File: config.mk
export PLATFORM = sky130hd
export DESIGN_NAME = imm_encoder
export DESIGN_NICKNAME = d
export VERILOG_FILES = /design/src/rtl/riscv_imm_pkg.sv /design/src/rtl/imm_range_check.sv /design/src/rtl/imm_encoder.sv
export SDC_FILE = /design/constraint.sdc
export NUM_CORES = 1
export LEC_CHECK = 0
export ABC_AREA = 0
export CORE_ASPECT_RATIO = 1.4
export CORE_MARGIN = 2
export CORE_UTILIZATION = 42
export CTS_BUF_LIST = sky130_fd_sc_hd__clkbuf_2 sky130_fd_sc_hd__clkbuf_4 sky130_fd_sc_hd__clkbuf_8
export DETAILED_ROUTE_END_ITERATION = 12
export GPL_TIMING_DRIVEN = 0
export HOLD_SLACK_MARGIN = 0.12
export PLACE_DENSITY = 0.84
export RECOVER_POWER = 25
export SYNTH_ARGS = -nofsm -noshare
export SYNTH_HDL_FRONTEND = slang
export SYNTH_SLANG_ARGS = --single-unit
File: constraint.sdc
create_clock -name clk -period 1.57 [get_ports clk]
set_input_delay 0.471 -clock clk [delete_from_list [all_inputs] [get_ports clk]]
set_output_delay 0.471 -clock clk [all_outputs]
set_load 0.01 [all_outputs]
File: src/rtl/riscv_imm_pkg.sv
// ============================================================================
//  Module      : riscv_imm_pkg
//  Description : Shared RV32I immediate definitions: immsrc selector codes,
//                per-type instruction-word field masks, field placement.
//                Used by both the immediate extender and the encoder.
//  Revision    : 1.0 - initial release
// ============================================================================
`default_nettype none

package riscv_imm_pkg;

    localparam int XLEN = 32;

    localparam logic [1:0] IMM_I = 2'b00;
    localparam logic [1:0] IMM_S = 2'b01;
    localparam logic [1:0] IMM_B = 2'b10;
    localparam logic [1:0] IMM_J = 2'b11;

    // Instruction-word bits owned by each immediate format
    localparam logic [31:0] c_MASK_I = 32'hFFF0_0000;
    localparam logic [31:0] c_MASK_S = 32'hFE00_0F80;
    localparam logic [31:0] c_MASK_B = 32'hFE00_0F80;
    localparam logic [31:0] c_MASK_J = 32'hFFFF_F000;

    // Stage-1 payload of the encoder pipeline
    typedef struct packed {
        logic [1:0]      immsrc;
        logic [XLEN-1:0] imm;
        logic [31:0]     base;
    } imm_req_t;

    function automatic logic [31:0] imm_field_mask(input logic [1:0] immsrc);
        logic [31:0] m;
        case (immsrc)
            IMM_I:   m = c_MASK_I;
            IMM_S:   m = c_MASK_S;
            IMM_B:   m = c_MASK_B;
            default: m = c_MASK_J;
        endcase
        return m;
    endfunction

    // Scatter immediate bits into their instruction positions; all other bits zero.
    // High bits beyond the format width and imm[0] for B/J are simply not used.
    function automatic logic [31:0] imm_place(input logic [1:0] immsrc, input logic [XLEN-1:0] imm);
        logic [31:0] p;
        p = 32'h0;
        case (immsrc)
            IMM_I: begin
                p[31:20] = imm[11:0];
            end
            IMM_S: begin
                p[31:25] = imm[11:5];
                p[11:7]  = imm[4:0];
            end
            IMM_B: begin
                p[31]    = imm[12];
                p[30:25] = imm[10:5];
                p[11:8]  = imm[4:1];
                p[7]     = imm[11];
            end
            default: begin
                p[31]    = imm[20];
                p[30:21] = imm[10:1];
                p[20]    = imm[11];
                p[19:12] = imm[19:12];
            end
        endcase
        return p;
    endfunction

endpackage

`default_nettype wire

File: src/rtl/imm_range_check.sv
// ============================================================================
//  Module      : imm_range_check
//  Description : Combinational representability check of a 32-bit immediate
//                for the selected RV32I format (range and alignment).
//  Revision    : 1.0 - initial release
// ============================================================================
`default_nettype none

module imm_range_check
    import riscv_imm_pkg::*;
(
    input  logic [1:0]      i_immsrc,
    input  logic [XLEN-1:0] i_imm,
    output logic            o_err
);

    // A value fits an N-bit signed field when bits [31:N-1] are all equal
    always_comb begin
        o_err = 1'b0;
        case (i_immsrc)
            IMM_I, IMM_S: o_err = !((&i_imm[31:11]) || !(|i_imm[31:11]));
            IMM_B:        o_err = !((&i_imm[31:12]) || !(|i_imm[31:12])) || i_imm[0];
            default:      o_err = !((&i_imm[31:20]) || !(|i_imm[31:20])) || i_imm[0];
        endcase
    end

endmodule

`default_nettype wire

File: src/rtl/imm_encoder.sv
// ============================================================================
//  Module      : imm_encoder
//  Description : Packs a 32-bit immediate into the I/S/B/J fields of an RV32I
//                instruction word, merged over a caller-supplied base word.
//                Two-stage valid/ready pipeline, latency 2, throughput 1.
//                Optional macro IMM_RANGE_CHECK_EN adds range/alignment error
//                flag and a saturating error counter.
//  Revision    : 1.0 - initial release
// ============================================================================
`default_nettype none

module imm_encoder
    import riscv_imm_pkg::*;
#(
    parameter int CNT_W = 16
)(
    input  logic             clk,
    input  logic             reset,
    input  logic             in_valid,
    output logic             in_ready,
    input  logic [1:0]       in_immsrc,
    input  logic [XLEN-1:0]  in_imm,
    input  logic [31:0]      in_base,
    output logic             out_valid,
    input  logic             out_ready,
    output logic [31:0]      out_instr,
    output logic             out_err,
    output logic [CNT_W-1:0] err_cnt
);

    logic        w_adv;
    logic [31:0] w_merged;
    logic        r_s1_valid;
    imm_req_t    r_s1;
    logic        r_out_valid;
    logic [31:0] r_out_instr;

    // Both stages move in lockstep whenever the output slot is free or draining
    assign w_adv    = !r_out_valid || out_ready;
    assign in_ready = w_adv;

    // Clear the selected field of the base word and drop the immediate bits in
    assign w_merged = (r_s1.base & ~imm_field_mask(r_s1.immsrc)) | imm_place(r_s1.immsrc, r_s1.imm);

    // Stage 1: capture the request on accept
    always_ff @(posedge clk) begin
        if (reset) begin
            r_s1_valid <= 1'b0;
            r_s1       <= '0;
        end else if (w_adv) begin
            r_s1_valid <= in_valid;
            if (in_valid) begin
                r_s1.immsrc <= in_immsrc;
                r_s1.imm    <= in_imm;
                r_s1.base   <= in_base;
            end
        end
    end

    // Stage 2: register the merged word; word holds across bubbles and stalls
    always_ff @(posedge clk) begin
        if (reset) begin
            r_out_valid <= 1'b0;
            r_out_instr <= 32'h0;
        end else if (w_adv) begin
            r_out_valid <= r_s1_valid;
            if (r_s1_valid) begin
                r_out_instr <= w_merged;
            end
        end
    end

    assign out_valid = r_out_valid;
    assign out_instr = r_out_instr;

`ifdef IMM_RANGE_CHECK_EN
    logic             w_s1_err;
    logic             r_out_err;
    logic [CNT_W-1:0] r_err_cnt;

    imm_range_check u_range_check (
        .i_immsrc (r_s1.immsrc),
        .i_imm    (r_s1.imm),
        .o_err    (w_s1_err)
    );

    // Error flag travels with its word; counter bumps as the word enters stage 2
    always_ff @(posedge clk) begin
        if (reset) begin
            r_out_err <= 1'b0;
            r_err_cnt <= '0;
        end else if (w_adv && r_s1_valid) begin
            r_out_err <= w_s1_err;
            if (w_s1_err && (r_err_cnt != {CNT_W{1'b1}})) begin
                r_err_cnt <= r_err_cnt + 1'b1;
            end
        end
    end

    assign out_err = r_out_err;
    assign err_cnt = r_err_cnt;
`else
    // Upper immediate bits only matter to the range checker
    logic w_unused_imm_hi;
    assign w_unused_imm_hi = ^r_s1.imm[31:21];

    assign out_err = 1'b0;
    assign err_cnt = '0;
`endif

endmodule

`default_nettype wire

* Word level (Yosys, flattened, before mapping)
Index checks and enable logic that the tools add are counted.
Storage, ports and cells: register bits after elaboration 89, bits of input ports 70, output and inout bits 51, word-level logic and storage cells 24
Operators by class: equality and inequality tests 2, mux-type cells 5, bitwise gates (word level) 3, reduce and logical (&&, ||, !) cells 8
Operators with widths (count):
- 25-bit case mux with 2 select lines | 1
- 32-bit AND | 1
- 32-bit inverter | 1
- 32-bit OR | 1
- 5-bit case mux with 2 select lines | 2
- 7-bit case mux with 2 select lines | 1
- 8-bit 2-to-1 mux | 1
- 2-bit AND reduction | 2
- 2-bit OR reduction | 2
- 3-bit OR reduction | 1
- 2-bit by 1-bit equality test with 1-bit output, second input constant | 1
- 2-bit equality test, second input constant | 1
- 2-bit zero test | 1
- 1-bit zero test | 1
- 1-bit logical OR | 1

* Longest topological paths before layout
Gate-level depths: netlist of run 1.
depth in word-level cells 6, mapped depth 6, gate-level depth less buffers 5

* Worst setup path after synthesis of run 1
Ideal clock, no wire load.
kind register -> register, from reg r_s1[64] (netlist bit), to reg r_out_instr[7] (netlist: out_instr[7]), setup time 0.092 ns, arrival time 1.455 ns, data required time 1.478 ns, setup slack 0.023 ns, cell stages (with the launch flop) 7, buffers on the path 1, path through dfxtp_1 inv_1 ha_1 clkbuf_1 nor2_1 or4_1 o32ai_1
Between the ends: word-level cells in the longest chain between the ends 6, elaborated cells on any way between the ends 9, those cells by class eq/ne: 2; mux: 2; bitwise: 3; reduce/logical: 2
Ends and longest elaborated chain:
- start, declared | RTL line imm_encoder.sv:34 | imm_req_t r_s1;
- 2-bit equality test / 2-bit by 1-bit equality test with 1-bit output (equally long branches) | RTL line riscv_imm_pkg.sv:34, riscv_imm_pkg.sv:48
- 2-bit OR reduction (no source line)
- 25-bit case mux with 2 select lines | RTL line riscv_imm_pkg.sv:34 | case (immsrc)
- 32-bit inverter | RTL line imm_encoder.sv:43 | assign w_merged = (r_s1.base & ~imm_field_mask(r_s1.immsrc)) | imm_place(r_s1.immsrc, r_s1.imm);
- 32-bit AND | RTL line imm_encoder.sv:43
- 32-bit OR * | RTL line imm_encoder.sv:43
- end signal, assigned | RTL line imm_encoder.sv:68 | r_out_instr <= w_merged;
- end, declared | RTL line imm_encoder.sv:36 | logic [31:0] r_out_instr;
Every way passes the cells marked *; elsewhere a longest branch is shown, timed or not. A chain may end at the register's enable or synchronous reset.

* Worst setup path after layout of run 1
from reg r_out_valid (netlist: out_valid), to out in_ready
Between the ends: word-level cells in the longest chain between the ends 2
Ends and longest elaborated chain:
- start, declared | RTL line imm_encoder.sv:35 | logic r_out_valid;
- start signal, assigned | RTL line imm_encoder.sv:66 | r_out_valid <= r_s1_valid;
- 1-bit zero test | RTL line imm_encoder.sv:39 | assign w_adv = !r_out_valid || out_ready;
- 1-bit logical OR | RTL line imm_encoder.sv:39
- end, declared | RTL line imm_encoder.sv:20 | output logic in_ready,
No other way between the ends.

==> out/results.tsv, run 1 <==
stage	metric	value	unit
clocking	CTS buffer count	9	
place	number of cells after detailed placement	615	
route	vias post-DR	3541	
synth	post-synth top area share	0.478	
synth	Cells after Synth	413	
timing	Fmax achieved	606	MHz
run	max cap viols	0	
worst_setup_path	critical path class	reg2out	
clocking	Clock Latency Late Sink	0.37	ns
timing	Hold WS	0.467	ns
synth	syn avg cell area	8.32	um2
timing	post-route clock period utilization	1.05	
final_layout	fillers	719	
final_layout	fin cells	635	
timing	Final Slew Violations	0	
grt	antenna violations before repair	0	
synth	mux share of post-synthesis cell area	0	
final_layout	nets	604	
synth	XOR/XNOR Fraction of Synth Area	0	
grt	remaining global-route overflow	0	
clocking	TritonCTS clock tree	done	
worst_setup_path	CP Max Fanout	5	
synth	ys async rst share	0	
worst_setup_path	Req. time, crit path	1.10	ns
timing	endpoints failing setup	2	
floorplan	Die Wd	80.4	um
run_status	status	finished with violations	
synth	sequential area share after synthesis	0.478	
timing	final-report hold violation count	0	
synth	top post-synthesis cells by count	82 x a21oi_1, 82 x dfxtp_1, 68 x o21ai_0	
synth	Post-Syn Area	0.00343	mm2
route	DRC Markers	0	
synth	yosys warns	0	
power_and_ir_drop	peak supply drop	0.000524	V
timing	min Tclk post-route	1.65	ns
clocking	Bufs on Longest Clock Path	2	
synth	Synth Area in Adders	0.0219	
clocking	root buf cell	clkbuf_8	
clocking	CTS Sinks	82	
worst_setup_path	Setup crit end kind	primary output	
synth	synth unique cells	28	
place	port bufs	84	
synth	top area cells in the synthesized netlist	dfxtp_1 48%, a21oi_1 12%, o21ai_0 9.9%	
worst_setup_path	Critical R2R Launch	r_s1[64]$_SDFFE_PP0P_	
floorplan	area of the die	0.00893	mm2
worst_setup_path	Worst Setup Start Kind	flip-flop	
timing	RSZ-0062 raised after global routing	yes	
grt	number of global-route vias before repair	3404	
floorplan	Top Ports	121	
grt	total track usage	0.234	
grt	first-pass GRT wire length	16.0	mm
power_and_ir_drop	static leakage	1.92	nW
route	final wirelength	10.2	mm
floorplan	Die Y	111	um
route	routed wire length per instance	16.1	um
synth	ys flop type	dfxtp_1	
floorplan	row count	39	
final_layout	footprint of the multi-input gates	0.00154	mm2
synth	flops & latches, synth	82	
final_layout	Layout Utilization	0.589	
clocking	H-tree levels	3	
run_status	failing checks	negative setup slack	
worst_hold_path	worst hold path class	reg2reg	
timing	clk_skew	0.00769	ns
worst_hold_path	min-delay src	r_s1[0]$_SDFFE_PP0P_	
timing	worst setup margin	-0.0795	ns
route	DR iter-0 viols	246	
synth	EDFF count, synth	0	
synth	largest family of logic cells by synthesized area	compound AO/OA/AOI/OAI gates	
power_and_ir_drop	Cell Pwr Density	978	mW/mm2
place	GP Congestion	0.916	
final_layout	Reg area	0.00164	mm2
clocking	clock-pin slew on the worst setup and hold paths	0.08	ns
route	Via-to-Cell Ratio	5.58	
worst_setup_path	crit path from	out_valid$_SDFFE_PP0N_	
place	DP HPWL	7.43	mm
worst_setup_path	Worst EP arrival	1.18	ns
final_layout	Ant. Diodes	0	
synth	area leader, netlist	dfxtp_1	
final_layout	Syn-to-layout area delta	38.2	%
final_layout	layout cells sized above 1	0.135	
synth	Post-Synth Simple-Gate Area	0.107	
floorplan	Initial Utilization	0.427	
synth	Compound-Gate Fraction of Synth Area	0.297	
route	Pre-antenna DRT Iters	5	
route	DRT antenna net count	0	
floorplan	core footprint	0.00805	mm2
grt	maximum number of pins on one net before global-route repair	13	
-- power by group --
group / internal [mW] / switching, mW
Combinational: 0.330 / 0.354
Clock: 0.946 / 0.739
Sequential: 2.20 / 0.0754
Total: 3.47 / 1.17
-- cell usage in the layout (no fill, tap or decap), types with 2 or more instances in the layout --
| cell type | synthesis | layout |
|---|---|---|
| inv_1 | 5 | 4 |
| dfxtp_1 | 82 | 80 |
| a21oi_1 | 82 | 82 |
| a211oi_1 | 12 | 12 |
| a22oi_1 | 12 | 12 |
| clkdlybuf4s50_1 | 0 | 48 |
| buf_2 | 8 | 9 |
| conb_1 | 1 | 17 |
| clkbuf_8 | 0 | 13 |
| o21ai_0 | 68 | 68 |
| nand2_1 | 7 | 7 |
| clkbuf_1 | 32 | 18 |
| dfxtp_2 | 0 | 2 |
| dlygate4sd2_1 | 0 | 32 |
| buf_4 | 17 | 23 |
| ha_1 | 6 | 5 |
| a311oi_1 | 5 | 5 |
| clkbuf_4 | 0 | 3 |
| clkbuf_2 | 1 | 12 |
| nand3_1 | 61 | 61 |
| inv_2 | 2 | 2 |
-- worst paths after layout --
kind,endpoint,depth (start not counted),slack [ns]
setup reg to reg,out_instr[20]$_SDFFE_PP0P_,4,-0.01
hold / removal,out_instr[0]$_SDFFE_PP0P_,2,0.47
setup / recovery,in_ready,4,-0.08
hold reg to reg,out_instr[0]$_SDFFE_PP0P_,2,0.47
-- cell type report --
| class | count | share of cell area |
|---|---|---|
| timing repair buffer | 89 | 0.176 |
| clock inverter | 1 | 0.00633 |
| inverter | 8 | 0.00765 |
| tap | 102 | 0.0269 |
| buffer | 58 | 0.0701 |
| sequential | 82 | 0.346 |
| clock buffer | 15 | 0.0409 |
| multi-input combinational | 280 | 0.325 |
-- per-layer routing --
layer | GRT usage | up-vias | share of wire
met1 | 0.268 | 1652 | 0.39
met2 | 0.390 | 159 | 0.51
met5 | 0 | - | 0
met4 | 0.165 | 0 | 0.047
li1 | - | 1688 | -
met3 | 0.0309 | 42 | 0.053
-- repair_timing --
action,in CTS,in global routing
endpoints found under the setup margin,116,64
gates cloned,0,0
hold buffers,0,0
pin swaps,0,0
buffers inserted,2,3
resized for setup,59,16
-- flip-flops by register name, indices dropped and copies added (netlist names) --
register / cells
out_valid: 1
r_s1: 48
out_instr: 32
r_s1_valid: 1
-- worst max-delay path: stages (launching register included) --
cell and delay [ns]:
dfxtp_2 0.33, nor2b_4 0.17, inv_4 0.05, clkbuf_16 0.14
buf_6 0.11
-- cell families after synthesis --
logic type | Yosys count
AO/OA/AOI/OAI | 184
flip-flops | 82
AND/OR/NAND/NOR | 73
adder cells (fa/ha/maj) | 6
buffers and inverters | 67
other | 1
-- stage by stage --
step / instance area (um2) / setup slack [ns] / TNS (ns) / power (mW)
4_1_cts: 4710 / -0.0905 / -0.0905 / 4.63
3_5_place_dp: 4460 / -1.16 / -37.42 / 2.99
3_3_place_gp: 4460 / -1.15 / -36.16 / 2.98
6_report: 4750 / -0.0795 / -0.0871 / 4.64
5_1_grt: 4750 / -0.107 / -0.587 / 4.81
2_1_floorplan: 3490 / 0.0229 / 0 / 2.66
Note: power is estimated with default switching activity, not from simulation.
==> run 2, diff against run 1 <==
--- a/config.mk
+++ b/config.mk
@@ -12,9 +12,10 @@
 export CTS_BUF_LIST = sky130_fd_sc_hd__clkbuf_2 sky130_fd_sc_hd__clkbuf_4 sky130_fd_sc_hd__clkbuf_8
 export DETAILED_ROUTE_END_ITERATION = 12
 export GPL_TIMING_DRIVEN = 0
-export HOLD_SLACK_MARGIN = 0.12
+export HOLD_SLACK_MARGIN = 0.03
 export PLACE_DENSITY = 0.84
 export RECOVER_POWER = 25
+export SKIP_CTS_REPAIR_TIMING = 1
 export SYNTH_ARGS = -nofsm -noshare
 export SYNTH_HDL_FRONTEND = slang
 export SYNTH_SLANG_ARGS = --single-unit
==> run 2 against run 1 <==
Effect of this change:
- the run still ends with negative setup slack left
- fmax is 7.1% lower
- sequential share of layout area is 0.51 points lower
- register-to-register slack hardly changed
- routed wire length hardly changed
- die area stayed put
- sequential power hardly changed
- largest cell class unchanged
==> out/results.tsv, run 2 (synthesis gave the netlist of run 1 again) <==
stage	metric	value	unit	change
run_status	status	finished with violations		
run_status	failing checks	negative setup slack		
timing	final setup TNS	-0.361	ns	-0.274 ns
clocking	Bufs on Longest Clock Path	2		unchanged
worst_setup_path	Setup crit end kind	primary output		
clocking	TritonCTS clock tree	done		
timing	post-route clock period utilization	1.13		+0.0799
grt	number of global-route vias before repair	3379		-0.73%
floorplan	Top Ports	121		unchanged
route	vias post-DR	3485		-1.6%
timing	endpoints failing setup	19		+17
worst_setup_path	Req. time, crit path	1.10	ns	about the same
clocking	CTS Sinks	82		unchanged
worst_setup_path	Worst EP arrival	1.30	ns	+0.12 ns
worst_setup_path	cells on worst reg2reg path	4		unchanged
route	final wirelength	10.2	mm	about the same
final_layout	leading cell types in the layout, fill and taps excluded	82 x a21oi_1, 80 x dfxtp_1, 68 x o21ai_0, 61 x nand3_1, 48 x clkdlybuf4s50_1		
place	port bufs	84		unchanged
worst_hold_path	Hold Path Depth	2		unchanged
timing	final-report hold violation count	0		unchanged
power_and_ir_drop	Sw Pwr	1.16	mW	-0.30%
final_layout	layout cells sized above 1	0.115		-0.0198
clocking	clock-pin slew on the worst setup and hold paths	0.08	ns	about the same
worst_setup_path	Critical R2R Launch	r_s1[65]$_SDFFE_PP0P_		
route	DRT antenna net count	0		unchanged
final_layout	Ant. Diodes	0		unchanged
final_layout	Syn-to-layout area delta	40.4	%	
power_and_ir_drop	Int Pwr	3.48	mW	+0.35%
final_layout	Layout Utilization	0.599		+0.00964
final_layout	fillers	703		-2.2%
grt	first-pass GRT wire length	15.9	mm	-0.69%
power_and_ir_drop	peak supply drop	0.000515	V	-1.6%
clocking	H-tree levels	3		unchanged
route	DRC Markers	0		unchanged
floorplan	area of the die	0.00893	mm2	unchanged
clocking	Clock Latency Late Sink	0.37	ns	about the same
timing	min Tclk post-route	1.78	ns	+0.126 ns
power_and_ir_drop	Flop pwr share	0.489		about the same
timing	worst setup margin	-0.205	ns	-0.126 ns
worst_setup_path	worst reg2reg endpoint	out_instr[20]$_SDFFE_PP0P_		
floorplan	row count	39		unchanged
final_layout	nets	600		-0.66%
worst_setup_path	Worst Setup Start Kind	flip-flop		
floorplan	Initial Utilization	0.427		unchanged
power_and_ir_drop	combinational power share	0.150		+0.003
route	Pre-antenna DRT Iters	4		-1
final_layout	Largest register FFs	48		unchanged
grt	total track usage	0.232		-0.00150
worst_hold_path	min-delay src	r_s1[0]$_SDFFE_PP0P_		
grt	antenna violations before repair	0		unchanged
route	DR iter-0 viols	206		-16%
route	routed wire length per instance	16.2	um	+0.61%
timing	Fmax achieved	563	MHz	-7.1%
timing	RSZ-0062 raised after global routing	yes		
grt	maximum number of pins on one net before global-route repair	13		unchanged
clocking	root buf cell	clkbuf_8		
worst_setup_path	CP Max Fanout	10		+5
final_layout	largest register by flop count	r_s1		
timing	Final Slew Violations	0		unchanged
final_layout	fin cells	631		-0.63%
power_and_ir_drop	Cell Pwr Density	964	mW/mm2	-1.4%
route	Via-to-Cell Ratio	5.52		-0.96%
place	number of cells after detailed placement	615		unchanged
worst_setup_path	critical path class	reg2out		
grt	remaining global-route overflow	0		unchanged
worst_hold_path	worst hold path endpoint	out_instr[0]$_SDFFE_PP0P_		
final_layout	most common cell after layout, fill and taps aside	a21oi_1		
place	GP Congestion	0.916		unchanged
floorplan	core footprint	0.00805	mm2	unchanged
floorplan	Die Wd	80.4	um	unchanged
power_and_ir_drop	sw frac	0.251		-0.00123
floorplan	Die Y	111	um	unchanged
timing	clk_skew	0.00496	ns	-0.00273 ns
run	max cap viols	0		unchanged
worst_setup_path	reg2reg setup slack	0	ns	about the same
power_and_ir_drop	static leakage	2.32	nW	+21%
place	DP HPWL	7.43	mm	unchanged
clocking	CTS buffer count	9		unchanged
worst_hold_path	worst hold path class	reg2reg		
power_and_ir_drop	clock power share	0.362		about the same
run 2: cell types whose count changed in the layout (fill, tap and decap cells not counted), moves of 3 or more:
cell            change
dlymetal6s4s_1     +23
dlymetal6s2s_1     +12
clkbuf_1            +3
buf_4               -5
dlygate4sd2_1      -32
run 2: worst max path at each step:
stage | from | cells after the start | slack, ns | to
after global placement | out_ready | 5 | -1.15 | in_ready
after floorplan | r_s1[64]$_SDFFE_PP0P_ | 6 | 0.02 | out_instr[7]$_SDFFE_PP0P_
after detailed placement | out_ready | 5 | -1.16 | in_ready
final | out_valid$_SDFFE_PP0N_ | 4 | -0.21 | in_ready
after global routing | out_valid$_SDFFE_PP0N_ | 4 | -0.25 | in_ready
after CTS | out_ready | 5 | -1.16 | in_ready
run 2: routing by layer:
metal / routed length [um] / vias up / GRT usage / share of wire
li1: - / 1678 / - / -
met4: 510 / 0 / 0.159 / 0.050
met5: 0 / - / 0 / 0
met3: 521 / 40 / 0.0318 / 0.051
met1: 3980 / 1628 / 0.270 / 0.39
met2: 5220 / 139 / 0.384 / 0.51
run 2: cell type report:
cell class	instances	area (um2)	area share
flip-flops and latches	82	1650	0.341
multi-input cells	280	1540	0.320
clock inverters	1	30.0	0.00623
repair buffers	85	936	0.194
well taps	102	128	0.0265
plain buffers	58	313	0.0649
clock buffers	15	194	0.0402
inverters	8	32.5	0.00674
run 2: worst max-delay path, stage by stage (launching register included):
cell	delay, ns
dfxtp_2	0.34
nor2b_4	0.19
inv_4	0.09
buf_6	0.15
dlymetal6s2s_1	0.17
run 2: power by group through the flow:
stage	Sequential (mW)	Combinational [mW]	Clock (mW)
after detailed placement	2.32	0.676	0
after global placement	2.31	0.663	0
after floorplan	2.31	0.349	0
final	2.27	0.695	1.68
after global routing	2.28	0.758	1.79
after CTS	2.27	0.681	1.69
run 2: per-stage QoR:
stage | power, mW | hold slack (ns) | worst slack [ns] | cell area (um2)
global route | 4.83 | 0.493 | -0.245 | 4820
finish | 4.65 | 0.469 | -0.205 | 4820
CTS | 4.64 | 0.466 | -1.16 | 4690
floorplan | 2.66 | 0.440 | 0.0229 | 3490
global placement | 2.98 | 0.446 | -1.15 | 4460
detailed placement | 2.99 | 0.457 | -1.16 | 4460
==> run 3, diff against run 2 <==
--- a/config.mk
+++ b/config.mk
@@ -15,6 +15,7 @@
 export HOLD_SLACK_MARGIN = 0.03
 export PLACE_DENSITY = 0.84
 export RECOVER_POWER = 25
+export REMOVE_ABC_BUFFERS = 1
 export SKIP_CTS_REPAIR_TIMING = 1
 export SYNTH_ARGS = -nofsm -noshare
 export SYNTH_HDL_FRONTEND = slang
==> run 3 against run 2 <==
Effect of this change:
- the run still ends with negative setup slack left
- clock skew up 0.0046 ns
- worst hold slack worse by 0.0080 ns
- combinational power down 0.9%
- fmax up 5.8%
- setup slack better by 0.097 ns
- first-iteration DRC count up 3.4%
- sequential share of layout area up 0.79 points
- count of clock-buffer cells in the layout down 4
- die area unchanged
- highest routed layer unchanged
==> out/results.tsv, run 3 (synthesis gave the netlist of run 1 again) <==
stage	metric	value	unit	change
run_status	status	finished with violations		
run_status	failing checks	negative setup slack		
route	DRC Markers	0		unchanged
power_and_ir_drop	Sw Pwr	1.19	mW	+2.2%
place	post-place setup slack	-2.40	ns	-1.25 ns
grt	maximum number of pins on one net before global-route repair	82		+69
floorplan	row count	39		unchanged
floorplan	Initial Utilization	0.427		unchanged
place	DP HPWL	5.35	mm	-28%
power_and_ir_drop	Int Pwr	3.29	mW	-5.5%
floorplan	core footprint	0.00805	mm2	unchanged
route	DRT antenna net count	0		unchanged
final_layout	nets	569		-5.2%
place	GP Congestion	0.796		-13%
timing	worst setup margin	-0.108	ns	+0.0968 ns
timing	RSZ-0062 raised after global routing	yes		
timing	Final Slew Violations	0		unchanged
timing	min Tclk post-route	1.68	ns	-0.0968 ns
floorplan	Die Y	111	um	unchanged
power_and_ir_drop	Cell Pwr Density	949	mW/mm2	-1.5%
worst_setup_path	Req. time, crit path	1.10	ns	about the same
timing	final-report hold violation count	0		unchanged
timing	Fmax achieved	596	MHz	+5.8%
floorplan	Die Wd	80.4	um	unchanged
route	Pre-antenna DRT Iters	5		+1
timing	Worst slew margin	0.493		
worst_setup_path	slowest cell on the critical path	dfxtp_2		
grt	remaining global-route overflow	0		unchanged
final_layout	layout cells sized above 1	0.124		+0.00919
worst_setup_path	Worst Setup Start Kind	flip-flop		
final_layout	most common cell after layout, fill and taps aside	a21oi_1		
clocking	Clock Latency Late Sink	0.34	ns	-0.03 ns
final_layout	Largest register FFs	48		unchanged
route	final wirelength	10.6	mm	+3.9%
worst_setup_path	critical path class	reg2out		
worst_setup_path	crit path to	in_ready		
worst_setup_path	Critical R2R Launch	out_valid$_SDFFE_PP0N_		
grt	number of global-route vias before repair	3074		-9.0%
route	routed wire length per instance	17.7	um	+9.3%
timing	clk_skew	0.00956	ns	+0.00459 ns
floorplan	Top Ports	121		unchanged
place	port bufs	85		+1.2%
clocking	Bufs on Longest Clock Path	2		unchanged
worst_setup_path	Stages on worst setup path	3		-1
worst_setup_path	crit path buf inv count	2		-1
clocking	TritonCTS clock tree	done		
clocking	clock-pin slew on the worst setup and hold paths	0.08	ns	about the same
route	DR iter-0 viols	213		+3.4%
worst_setup_path	cells on worst reg2reg path	4		unchanged
worst_setup_path	Largest delay share family, worst path	flip-flops		
run	max cap viols	0		unchanged
worst_setup_path	ordered cell list for the critical path	nor2b_4 -> clkinv_8 -> clkbuf_2		
worst_setup_path	Setup crit end kind	primary output		
worst_setup_path	worst reg2reg endpoint	r_s1[46]$_SDFFE_PP0P_		
final_layout	Ant. Diodes	0		unchanged
timing	post-route clock period utilization	1.07		-0.0617
clocking	H-tree levels	3		unchanged
timing	Hold WS	0.461	ns	-0.00801 ns
clocking	CTS buffer count	9		unchanged
final_layout	largest register by flop count	r_s1		
worst_setup_path	reg2reg setup slack	0.04	ns	+0.04 ns
grt	first-pass GRT wire length	14.2	mm	-11%
timing	Worst-Margin Slew	0.760	ns	
power_and_ir_drop	sw frac	0.266		+0.0150
power_and_ir_drop	clock power share	0.339		-0.023
timing	endpoints failing setup	4		-15
power_and_ir_drop	combinational power share	0.154		+0.004
worst_hold_path	worst hold path class	reg2reg		
floorplan	area of the die	0.00893	mm2	unchanged
worst_setup_path	CP Max Fanout	6		-4
clocking	root buf cell	clkbuf_8		
power_and_ir_drop	static leakage	2.09	nW	-9.8%
route	Via-to-Cell Ratio	5.72		+3.5%
grt	antenna violations before repair	0		unchanged
clocking	CTS Sinks	82		unchanged
power_and_ir_drop	Flop pwr share	0.507		+0.018
grt	total track usage	0.197		-0.0354
final_layout	Syn-to-layout area delta	37.5	%	
worst_setup_path	crit path from	out_valid$_SDFFE_PP0N_		
power_and_ir_drop	peak supply drop	0.000426	V	-17%
worst_setup_path	Worst EP arrival	1.21	ns	-0.09 ns
worst_setup_path	Critical Path Max Stage Delay	0.34	ns	about the same
final_layout	leading cell types in the layout, fill and taps excluded	82 x a21oi_1, 78 x dfxtp_1, 68 x o21ai_0, 61 x nand3_1, 48 x clkdlybuf4s50_1		
route	vias post-DR	3430		-1.6%
-- run 3: worst min-delay path by stage --
| stage | startpoint | to | slack [ns] | cells past startpoint |
|---|---|---|---|---|
| floorplan | r_s1[0]$_SDFFE_PP0P_ | out_instr[0]$_SDFFE_PP0P_ | 0.43 | 2 |
| global placement | r_s1[3]$_SDFFE_PP0P_ | out_instr[3]$_SDFFE_PP0P_ | 0.44 | 2 |
| detailed placement | r_s1[37]$_SDFFE_PP0P_ | out_instr[25]$_SDFFE_PP0P_ | 0.46 | 2 |
| CTS | r_s1[37]$_SDFFE_PP0P_ | out_instr[25]$_SDFFE_PP0P_ | 0.47 | 2 |
| global route | r_s1[37]$_SDFFE_PP0P_ | out_instr[25]$_SDFFE_PP0P_ | 0.48 | 2 |
| finish | r_s1[0]$_SDFFE_PP0P_ | out_instr[0]$_SDFFE_PP0P_ | 0.46 | 2 |
-- run 3: area by class of cell --
cell class | instances | area [um2]
clock buffer | 11 | 139
clock inverter | 5 | 55.1
fill | 710 | 3330
inverter | 8 | 47.5
multi-input combinational | 282 | 1590
sequential | 82 | 1650
tap | 102 | 128
timing repair buffer | 104 | 1070
timing repair inverter | 6 | 41.3
-- run 3: through the flow --
| step | util | TNS [ns] | area, um2 | instances | power, mW |
|---|---|---|---|---|---|
| after floorplan | - | -41.73 | 3200 | 370 | 2.57 |
| after global placement | 0.519 | -182.93 | 4180 | 557 | 2.91 |
| after detailed placement | 0.520 | -147.30 | 4190 | 558 | 2.92 |
| after CTS | 0.544 | -121.78 | 4380 | 574 | 4.43 |
| after global routing | 0.586 | -0.553 | 4720 | 600 | 4.66 |
| final | 0.586 | -0.141 | 4720 | 600 | 4.48 |
-- run 3: power by group through the flow --
| stage | sequential [mW] | clock, mW | combinational (mW) |
|---|---|---|---|
| after global routing | 2.28 | 1.63 | 0.750 |
| after CTS | 2.27 | 1.55 | 0.605 |
| after detailed placement | 2.32 | 0 | 0.603 |
| after floorplan | 2.32 | 0 | 0.249 |
| final | 2.27 | 1.52 | 0.689 |
| after global placement | 2.32 | 0 | 0.592 |
-- run 3: worst min-delay path: cells and delay by family, from the launching register on --
kind            cells  cell delay (ns)
flops               1             0.31
simple gates        1             0.06
compound gates      1             0.05
-- run 3: metal layers --
metal	vias up	GRT usage	routed length, um	share of wire
met5	-	0	0	0
li1	1624	-	-	-
met4	0	0.0802	148	0.014
met3	15	0.0391	803	0.076
met1	1634	0.230	4140	0.39
met2	157	0.343	5540	0.52
